## config.mk

```make
export PLATFORM = sky130hd
export DESIGN_NAME = fp_rnd_pipe
export DESIGN_NICKNAME = d
export VERILOG_FILES = /design/src/rtl/fp_pkg.sv /design/src/rtl/fp_rnd_incr.sv /design/src/rtl/fp_rnd_pipe.sv
export SDC_FILE = /design/constraint.sdc
export NUM_CORES = 1
export LEC_CHECK = 0
export ABC_AREA = 1
export BUFFER_PORTS_ARGS = -buffer_cell sky130_fd_sc_hd__buf_2
export CAP_MARGIN = 20
export CORE_ASPECT_RATIO = 1.25
export CORE_MARGIN = 3
export CORE_UTILIZATION = 45
export CTS_CLUSTER_DIAMETER = 40
export DETAILED_ROUTE_END_ITERATION = 8
export PLACE_DENSITY = 0.77
export SKIP_CTS_REPAIR_TIMING = 1
export SLEW_MARGIN = 40
export SYNTH_ARGS = -nofsm -noshare
export SYNTH_HDL_FRONTEND = slang
export SYNTH_SLANG_ARGS = --single-unit
```

## constraint.sdc

```tcl
create_clock -name clk_i -period 4.5 [get_ports clk_i]
set_clock_uncertainty 0.15 [all_clocks]
set_input_delay 0.675 -clock clk_i [delete_from_list [all_inputs] [get_ports clk_i]]
set_output_delay 0.675 -clock clk_i [all_outputs]
set_load 0.03 [all_outputs]
```

## src/rtl/fp_pkg.sv

```systemverilog
// Shared floating-point definitions: formats, rounding modes, unrounded
// result bundle, exception flags and special-value encodings.
package fp_pkg;

    typedef enum logic [1:0] {
        FP16 = 2'd0,
        FP32 = 2'd1,
        FP64 = 2'd2
    } fp_format_e;

    typedef enum logic [2:0] {
        RNE = 3'd0,
        RTZ = 3'd1,
        RDN = 3'd2,
        RUP = 3'd3,
        RMM = 3'd4
    } roundmode_e;

    function automatic int fp_width_of(input fp_format_e fmt);
        case (fmt)
            FP16:    return 32'sd16;
            FP32:    return 32'sd32;
            FP64:    return 32'sd64;
            default: return 32'sd32;
        endcase
    endfunction

    function automatic int exp_width_of(input fp_format_e fmt);
        case (fmt)
            FP16:    return 32'sd5;
            FP32:    return 32'sd8;
            FP64:    return 32'sd11;
            default: return 32'sd8;
        endcase
    endfunction

    function automatic int mant_width_of(input fp_format_e fmt);
        return fp_width_of(fmt) - exp_width_of(fmt) - 32'sd1;
    endfunction

    // Format the shared result bundle is sized for.
    localparam fp_format_e FP_FMT     = FP32;
    localparam int         FP_WIDTH   = fp_width_of(FP_FMT);
    localparam int         EXP_WIDTH  = exp_width_of(FP_FMT);
    localparam int         MANT_WIDTH = mant_width_of(FP_FMT);

    typedef struct packed {
        logic [FP_WIDTH-1:0] u_result;   // sign, biased exponent, truncated mantissa
        logic [1:0]          rs;         // {guard, sticky}
        logic                round_en;
        logic                invalid;
        logic [1:0]          exp_cout;   // exponent extension: bit1 = negative
    } uround_res_t;

    typedef struct packed {
        logic nv;
        logic dz;
        logic of;
        logic uf;
        logic nx;
    } fp_flags_t;

    localparam fp_flags_t FLAGS_NONE = '{nv: 1'b0, dz: 1'b0, of: 1'b0, uf: 1'b0, nx: 1'b0};

    // Default quiet NaN (negative, quiet bit set).
    localparam logic [FP_WIDTH-1:0] R_IND =
        {1'b1, {EXP_WIDTH{1'b1}}, 1'b1, {(MANT_WIDTH-1){1'b0}}};

    function automatic logic [FP_WIDTH-1:0] fp_inf(input logic sign);
        return {sign, {EXP_WIDTH{1'b1}}, {MANT_WIDTH{1'b0}}};
    endfunction

    function automatic logic [FP_WIDTH-1:0] fp_max(input logic sign);
        return {sign, {(EXP_WIDTH-1){1'b1}}, 1'b0, {MANT_WIDTH{1'b1}}};
    endfunction

endpackage

```

## src/rtl/fp_rnd_incr.sv

```systemverilog
// Round-up decision for one result: given mode, sign, mantissa LSB and the
// guard/sticky bits, says whether the truncated mantissa must be incremented.
module fp_rnd_incr
    import fp_pkg::*;
(
    input  roundmode_e mode_i,
    input  logic       sign_i,
    input  logic       lsb_i,
    input  logic       guard_i,
    input  logic       sticky_i,
    output logic       inc_o
);

    // Mode-dependent increment; directed modes look at the sign.
    always_comb begin
        inc_o = 1'b0;
        case (mode_i)
            RNE:     inc_o = guard_i & (sticky_i | lsb_i);
            RTZ:     inc_o = 1'b0;
            RDN:     inc_o = sign_i & (guard_i | sticky_i);
            RUP:     inc_o = ~sign_i & (guard_i | sticky_i);
            RMM:     inc_o = guard_i;
            default: inc_o = 1'b0;
        endcase
    end

endmodule

```

## src/rtl/fp_rnd_pipe.sv

```systemverilog
// Two-stage rounding/packing pipeline. Stage 1 applies the rounding increment
// and extends the exponent; stage 2 resolves specials, overflow and underflow
// and holds the final encoding and flags as registered outputs.
module fp_rnd_pipe
    import fp_pkg::*;
#(
    parameter fp_format_e FP_FORMAT = FP32
) (
    input  logic                clk_i,
    input  logic                reset_i,
    input  logic                valid_i,
    output logic                ready_o,
    input  uround_res_t         urnd_result_i,
    input  roundmode_e          rnd_i,
    output logic                valid_o,
    input  logic                ready_i,
    output logic [FP_WIDTH-1:0] result_o,
    output fp_flags_t           flags_o
);

    localparam int FW = fp_width_of(FP_FORMAT);
    localparam int EW = exp_width_of(FP_FORMAT);
    localparam int MW = mant_width_of(FP_FORMAT);

    // Smallest biased exponent that no longer fits a finite number.
    localparam logic [EW+2:0] EXP_OVF = {3'b000, {EW{1'b1}}};

    // ---------------- stage 1 datapath ----------------
    logic          w_sign;
    logic [EW-1:0] w_exp;
    logic [MW-1:0] w_mant;
    logic          w_inc;
    logic          w_inc_en;
    logic [MW:0]   w_mant_sum;
    logic          w_zero;
    logic          w_s1_load;
    logic          w_s2_load;

    assign w_sign     = urnd_result_i.u_result[FW-1];
    assign w_exp      = urnd_result_i.u_result[FW-2:MW];
    assign w_mant     = urnd_result_i.u_result[MW-1:0];
    assign w_inc_en   = w_inc & urnd_result_i.round_en;
    assign w_mant_sum = {1'b0, w_mant} + {{MW{1'b0}}, w_inc_en};
    assign w_zero     = (w_exp == {EW{1'b0}}) && (w_mant == {MW{1'b0}}) &&
                        (urnd_result_i.rs == 2'b00) && (urnd_result_i.exp_cout == 2'b00);

    fp_rnd_incr u_rnd_incr (
        .mode_i   (rnd_i),
        .sign_i   (w_sign),
        .lsb_i    (w_mant[0]),
        .guard_i  (urnd_result_i.rs[1]),
        .sticky_i (urnd_result_i.rs[0]),
        .inc_o    (w_inc)
    );

    // ---------------- stage registers ----------------
    logic          r_s1_v;
    logic [FW-1:0] r_s1_u;
    logic [MW:0]   r_s1_mant;
    logic [EW+1:0] r_s1_ext_exp;
    logic          r_s1_nx;
    logic          r_s1_invalid;
    logic          r_s1_round_en;
    logic          r_s1_zero;
    roundmode_e    r_s1_rnd;

    logic          r_s2_v;
    logic [FW-1:0] r_res;
    fp_flags_t     r_flags;

    // Stage 2 frees up when empty or draining; stage 1 when empty or moving on.
    assign w_s2_load = ~r_s2_v | ready_i;
    assign w_s1_load = ~r_s1_v | w_s2_load;
    assign ready_o   = ~reset_i & w_s1_load;

    // ---------------- stage 2 datapath ----------------
    logic          w_s1_sign;
    logic [EW+2:0] w_exp_adj;
    logic          w_ovf;
    logic          w_unf;
    logic [FW-1:0] w_res;
    fp_flags_t     w_flags;

    assign w_s1_sign = r_s1_u[FW-1];
    // One extra bit so a carry into the exponent can never wrap its sign.
    assign w_exp_adj = {r_s1_ext_exp[EW+1], r_s1_ext_exp} + {{(EW+2){1'b0}}, r_s1_mant[MW]};
    assign w_ovf     = ~w_exp_adj[EW+2] && (w_exp_adj >= EXP_OVF);
    assign w_unf     = w_exp_adj[EW+2] || (w_exp_adj == {(EW+3){1'b0}}) || r_s1_ext_exp[EW+1];

    // Exception priority mux producing the final encoding and flags.
    always_comb begin
        w_res   = r_s1_u;
        w_flags = FLAGS_NONE;
        if (r_s1_invalid) begin
            w_res      = R_IND;
            w_flags.nv = 1'b1;
        end else if (!r_s1_round_en) begin
            w_res = r_s1_u;
        end else if (r_s1_zero) begin
            w_res = {w_s1_sign, {(FW-1){1'b0}}};
        end else if (w_ovf) begin
            w_flags.of = 1'b1;
            w_flags.nx = 1'b1;
            case (r_s1_rnd)
                RNE:     w_res = fp_inf(w_s1_sign);
                RMM:     w_res = fp_inf(w_s1_sign);
                RTZ:     w_res = fp_max(w_s1_sign);
                RDN:     w_res = w_s1_sign ? fp_inf(1'b1) : fp_max(1'b0);
                RUP:     w_res = w_s1_sign ? fp_max(1'b1) : fp_inf(1'b0);
                default: w_res = fp_inf(w_s1_sign);
            endcase
        end else if (w_unf) begin
            // No subnormal outputs: anything too small flushes to signed zero.
            w_res      = {w_s1_sign, {(FW-1){1'b0}}};
            w_flags.uf = 1'b1;
            w_flags.nx = 1'b1;
        end else begin
            w_res      = {w_s1_sign, w_exp_adj[EW-1:0], r_s1_mant[MW-1:0]};
            w_flags.nx = r_s1_nx;
        end
    end

    // Pipeline registers: stage 1 captures accepted inputs, stage 2 the resolved result.
    always_ff @(posedge clk_i) begin
        if (reset_i) begin
            r_s1_v        <= 1'b0;
            r_s1_u        <= {FW{1'b0}};
            r_s1_mant     <= {(MW+1){1'b0}};
            r_s1_ext_exp  <= {(EW+2){1'b0}};
            r_s1_nx       <= 1'b0;
            r_s1_invalid  <= 1'b0;
            r_s1_round_en <= 1'b0;
            r_s1_zero     <= 1'b0;
            r_s1_rnd      <= RNE;
            r_s2_v        <= 1'b0;
            r_res         <= {FW{1'b0}};
            r_flags       <= FLAGS_NONE;
        end else begin
            if (w_s2_load) begin
                r_s2_v <= r_s1_v;
                if (r_s1_v) begin
                    r_res   <= w_res;
                    r_flags <= w_flags;
                end
            end
            if (w_s1_load) begin
                r_s1_v <= valid_i;
                if (valid_i) begin
                    r_s1_u        <= urnd_result_i.u_result;
                    r_s1_mant     <= w_mant_sum;
                    r_s1_ext_exp  <= {urnd_result_i.exp_cout, w_exp};
                    r_s1_nx       <= urnd_result_i.round_en & (urnd_result_i.rs[1] | urnd_result_i.rs[0]);
                    r_s1_invalid  <= urnd_result_i.invalid;
                    r_s1_round_en <= urnd_result_i.round_en;
                    r_s1_zero     <= w_zero;
                    r_s1_rnd      <= rnd_i;
                end
            end
        end
    end

    assign valid_o  = r_s2_v;
    assign result_o = r_res;
    assign flags_o  = r_flags;

endmodule

```

Word level (Yosys, flattened, before mapping)
Index checks and enable logic that the tools add are counted.
{"block": "word_totals", "reg_bits": 111, "output_inout_bits": 39, "word_cells": 71}
{"block": "classes", "n_addsub": 2, "order_cmp": 1, "eq_ne": 6, "n_mux": 18, "n_bitwise": 15, "n_reduce_logical": 14}
{"operator": "$mux 32", "count": 6}
{"operator": "$pmux 32 s3", "count": 1}
{"operator": "$mux 31", "count": 1}
{"operator": "$add 23x1->24", "count": 1}
{"operator": "$logic_not 23->1", "count": 1}
{"operator": "$eq 3x2->1 const B", "count": 4}
{"operator": "$add 10x2->11", "count": 1}
{"operator": "$ge 11x8->1 const B", "count": 1}
{"operator": "$logic_not 11->1", "count": 1}
{"operator": "$mux 3", "count": 3}
{"operator": "$logic_not 8->1", "count": 1}
{"operator": "$and 1x1->1", "count": 6}
{"operator": "$mux 1", "count": 6}
{"operator": "$not 1->1", "count": 5}
{"operator": "$logic_and 1x1->1", "count": 4}
{"operator": "$logic_not 2->1", "count": 2}
{"operator": "$or 1x1->1", "count": 4}
{"operator": "$pmux 1 s4", "count": 1}
{"operator": "$reduce_and 2->1", "count": 2}
{"operator": "$eq 3x1->1 const B", "count": 1}
{"operator": "$eq 3x3->1 const B", "count": 1}
{"operator": "$logic_not 3->1", "count": 1}
{"operator": "$logic_or 1x1->1", "count": 2}

Depth between registers and ports, before layout
{"block": "depth", "ltp_word": 9, "ltp_mapped": 17}

Cells and area by module
From an unflattened synthesis, not the netlist that was laid out.
{"block": "unflattened", "hier_cells": 795, "hier_area_um2": 5350.1}
{"module": "fp_rnd_pipe", "instances": 1, "cells_each": 777, "area_each_um2": 5282.6, "seq_area_each_um2": 2062.0}
{"module": "fp_rnd_incr", "instances": 1, "cells_each": 18, "area_each_um2": 67.6, "seq_area_each_um2": 0.0}

Worst setup path before layout
No wires, ideal clock.
{"block": "synth_timing", "path_kind": "input to register", "from": "in urnd_result_i[37] (netlist name)", "to": "reg r_s1_mant[22]", "setup_time_ps": 109, "t_arrival_ps": 2424, "required_ps": 4241, "path_slack_ps": 1817, "cell_stages": 16, "path_buffers": 0, "path_cell_list": "xor2_1 -> nand4_1 -> a21boi_0 -> ha_1 -> ha_1 -> nand2_1 -> nor2_1 -> nand2_1 -> nor2_2 -> nand3_1 -> inv_1 -> nand2_1 -> nand3_1 -> o211ai_1 -> nand2_1 -> inv_1"}
{"block": "synth_between", "elab_chain_cells": 5}
{"element": "start, declared", "line_no": "fp_rnd_pipe.sv:13", "rtl": "input uround_res_t urnd_result_i,"}
{"element": "$not 1->1", "line_no": "fp_rnd_incr.sv:21", "rtl": "RUP: inc_o = ~sign_i & (guard_i | sticky_i);"}
{"element": "$and 1x1->1", "line_no": "fp_rnd_incr.sv:21"}
{"element": "$pmux 1 s4 (*)", "line_no": "fp_rnd_incr.sv:17", "rtl": "case (mode_i)"}
{"element": "$and 1x1->1 (*)", "line_no": "fp_rnd_pipe.sv:42", "rtl": "assign w_inc_en = w_inc & urnd_result_i.round_en;"}
{"element": "$add 23x1->24 (*)", "line_no": "fp_rnd_pipe.sv:43", "rtl": "assign w_mant_sum = {1'b0, w_mant} + {{MW{1'b0}}, w_inc_en};"}
{"element": "end signal, assigned", "line_no": "fp_rnd_pipe.sv:128", "rtl": "r_s1_mant <= {(MW+1){1'b0}};"}
{"element": "end signal, assigned", "line_no": "fp_rnd_pipe.sv:150", "rtl": "r_s1_mant <= w_mant_sum;"}
{"element": "end, declared", "line_no": "fp_rnd_pipe.sv:59", "rtl": "logic [MW:0] r_s1_mant;"}
Every way passes the cells marked *; elsewhere a longest branch is shown, timed or not.
A chain may end at the register's enable or synchronous reset.

==> impl_metrics.toml <==
[status]
outcome = "complete, no violations"

[finish]
seqCellArea_mm2 = 0.00206
area_growth_syn_to_layout_pct = 13.7
drive_gt1_frac = 0.171
fin_cells = 978
diodes = 0
finalInstanceArea_mm2 = 0.00599
n_fill_cell = 1101
nNetsFinal = 887
multiInputGateArea_mm2 = 0.00274

[timing]
setup_tns_ns = 0
slew_headroom = 0.479
rsz0062_at_grt = "false"
slew_violations = 0
fin_crit_sh = 0.637
report.final.setup_viol = 0
hold_viol = 0
fin_crit_ns = 2.87
max_freq_ghz = 0.349
tightest_slew_ns = 0.780

[critical_path]
worstSetupStartpointType = "register"
crit_path_max_fanout = 25
end_kind = "register"
rr_worst_depth = 12
crit_required_ns = 4.59
reg2reg_from = "r_s1_u[23]"
worstPathArrival_ns = 2.95
r2r_setup_slack_ns = 1.63
r2r_end = "result_o[22]"
path_class = "reg -> reg"

[routing]
drc_errors = 0
vias = 5217
finalWirelength_mm = 13.9
viasPerCell = 5.33
drtAntennaViolNets = 0
wl_per_cell_um = 14.2
initialDrtViolationCount = 336
first_pass_iters = 6

[global_route]
grt_pass1_vias = 4815
grt_overflow_total = 0
grtUsageTotal = 0.221
antenna_found_initial = 0
grt_max_degree = 62
grt_first_pass_wirelength_mm = 23.2

[power]
power_density_mw_per_mm2 = 350
vdd_ir_drop_max_mv = 0.205
leakage_nw = 2.79

[logic_synthesis]
synth_fa_ha_area_frac = 0.00950
netlist-cell-type-count = 36
synth_top_family_by_area = "simple AND/OR/NAND/NOR gates"
ys_seq_area_frac = 0.392
avgSynthCellArea_um2 = 6.75
syn_area_mm2 = 0.00527
syn_inst = 780
synth_top_area_frac = 0.392
synthTopCellsByArea = "dfxtp_1 39%, nand2_1 16%, nand3_1 5.4%"
ys_seq_elements = 103
synth_compound_area_frac = 0.174
yosys-mux-area-fraction = 0
yosysTopAreaCell = "dfxtp_1"
synth-xor-area-share = 0.0166
ys_warn_count = 0
syn_nets = 829
synth_simple_gate_area_frac = 0.319

[clocking]
cts_root_buf = "clkbuf_16"
clk_path_buf_depth = 2
clkTransAtPathRegs_ns = 0.07
clock_latency_ns = 0.35
cts_buffers = 9
htreeDepth = 3
clkSinkCount = 103
cts_tree = "done"

[floorplan]
dieWidth_um = 103
start_util = 0.468
die_y_um = 127
core_area_mm2 = 0.0112
boundaryPins = 84
rows = 43
die-area_mm2 = 0.0130

[placed_design]
gp_congestion = 0.946
dpl.cell_count = 962
dp_hpwl_mm = 9.19
io_buffers = 82
dpl_cell_area_mm2 = 0.00571

[worst_hold_path]
min_from = "r_s1_rnd[2]"
hold_path_depth = 2
hold_class = "reg -> reg"
holdPathEnd = "r_s1_rnd[2]"

[flow_run]
maxCapViolations = 0
-- registers in the layout (all words and copies together) (netlist names) --
register and cells:
r_s1_invalid 1, result_o 32, r_s1_v 1, valid_o 1
r_s1_nx 1, r_s1_u 32, r_s1_mant 24, r_s1_zero 1
r_s1_round_en 1, flags_o 4, r_s1_rnd 3, r_s1_ext_exp 2
-- cell usage after synthesis (all sizes together) --
library cell / number
a2111oi: 1
a211oi: 8
a21boi: 1
a21oi: 73
a22oi: 2
a31oi: 5
buf: 12
clkbuf: 32
clkinv: 4
conb: 1
dfxtp: 103
ha: 4
inv: 64
nand2: 229
nand3: 59
nand3b: 1
nand4: 12
nor2: 72
nor3: 14
nor4: 8
o211ai: 6
o21ai: 56
o311ai: 1
o31ai: 2
xnor2: 1
xor2: 9
-- logic make-up (layout without fill, tap and decap cells) --
| family | Yosys count | in the layout |
|---|---|---|
| AOI/OAI and AO/OA | 155 | 155 |
| xor gates and xnor gates | 10 | 10 |
| adders and majority gates | 4 | 4 |
| buffers and inverters | 112 | 175 |
| DFF | 103 | 103 |
| other | 1 | 1 |
| and+or+nand+nor | 395 | 395 |
-- worst max-delay path by stage --
stage,slack [ns],cells past startpoint,start,end
finish,1.63,12,r_s1_u[23],result_o[22]
global route,1.26,12,r_s1_u[23],result_o[22]
CTS,1.66,15,rnd_i[0],r_s1_mant[18]
detailed placement,1.31,15,rnd_i[0],r_s1_mant[18]
global placement,1.42,15,rnd_i[0],r_s1_mant[18]
floorplan,1.82,16,urnd_result_i[37],r_s1_mant[22]
-- per-stage QoR --
stage	total power, mW	setup WS, ns	hold WS, ns	util
finish	2.09	1.63	0.310	0.533
global route	2.20	1.26	0.331	0.533
CTS	2.10	1.66	0.314	0.533
detailed placement	1.36	1.31	0.304	0.507
global placement	1.36	1.42	0.299	0.507
floorplan	1.26	1.82	0.280	-
-- cell type report --
cell class              count  area share
clock buffers               9      0.0376
clock inverters             7     0.00961
inverters                  68      0.0428
multi-input cells         565       0.458
flip-flops and latches    103       0.344
well taps                 135      0.0282
repair buffers             91      0.0798
-- metal layers --
layer | up-vias | GRT usage | wire length [µm]
met5 | - | 0 | 0
met4 | 0 | 0.0648 | 323
met3 | 25 | 0.0479 | 1020
met2 | 175 | 0.351 | 6500
met1 | 2338 | 0.300 | 6010
li1 | 2679 | - | -
-- worst max-delay path, stage by stage (launching register included) --
cell,delay [ns]
dfxtp_1,0.39
ha_1,0.27
nand2_1,0.14
nor2_1,0.15
nand4_1,0.09
nand2_1,0.11
nand2_1,0.06
nor2_1,0.12
nand3_2,0.47
nand2_1,0.47
o21ai_0,0.14
nand2_1,0.11
a21oi_1,0.08
-- power breakdown --
group	internal (mW)	switching [mW]	total (mW)
clock	0.382	0.366	0.748
combinational	0.108	0.240	0.348
sequential	0.966	0.0319	0.997
-- cells in the final DEF, fill, tap and decap left out, drive strengths merged --
cell type / n
a2111oi: 1
a21oi: 73
o211ai: 6
a211oi: 8
o31ai: 2
o311ai: 1
buf: 91
xor2: 9
clkinv: 7
a21boi: 1
nor3: 14
a22oi: 2
xnor2: 1
o21ai: 56
conb: 1
nand3: 59
nor4: 8
nor2: 72
inv: 66
nand2: 229
dfxtp: 103
clkbuf: 9
nand4: 12
ha: 4
clkinvlp: 2
a31oi: 5
nand3b: 1
Note: power is estimated with default switching activity, not from simulation.
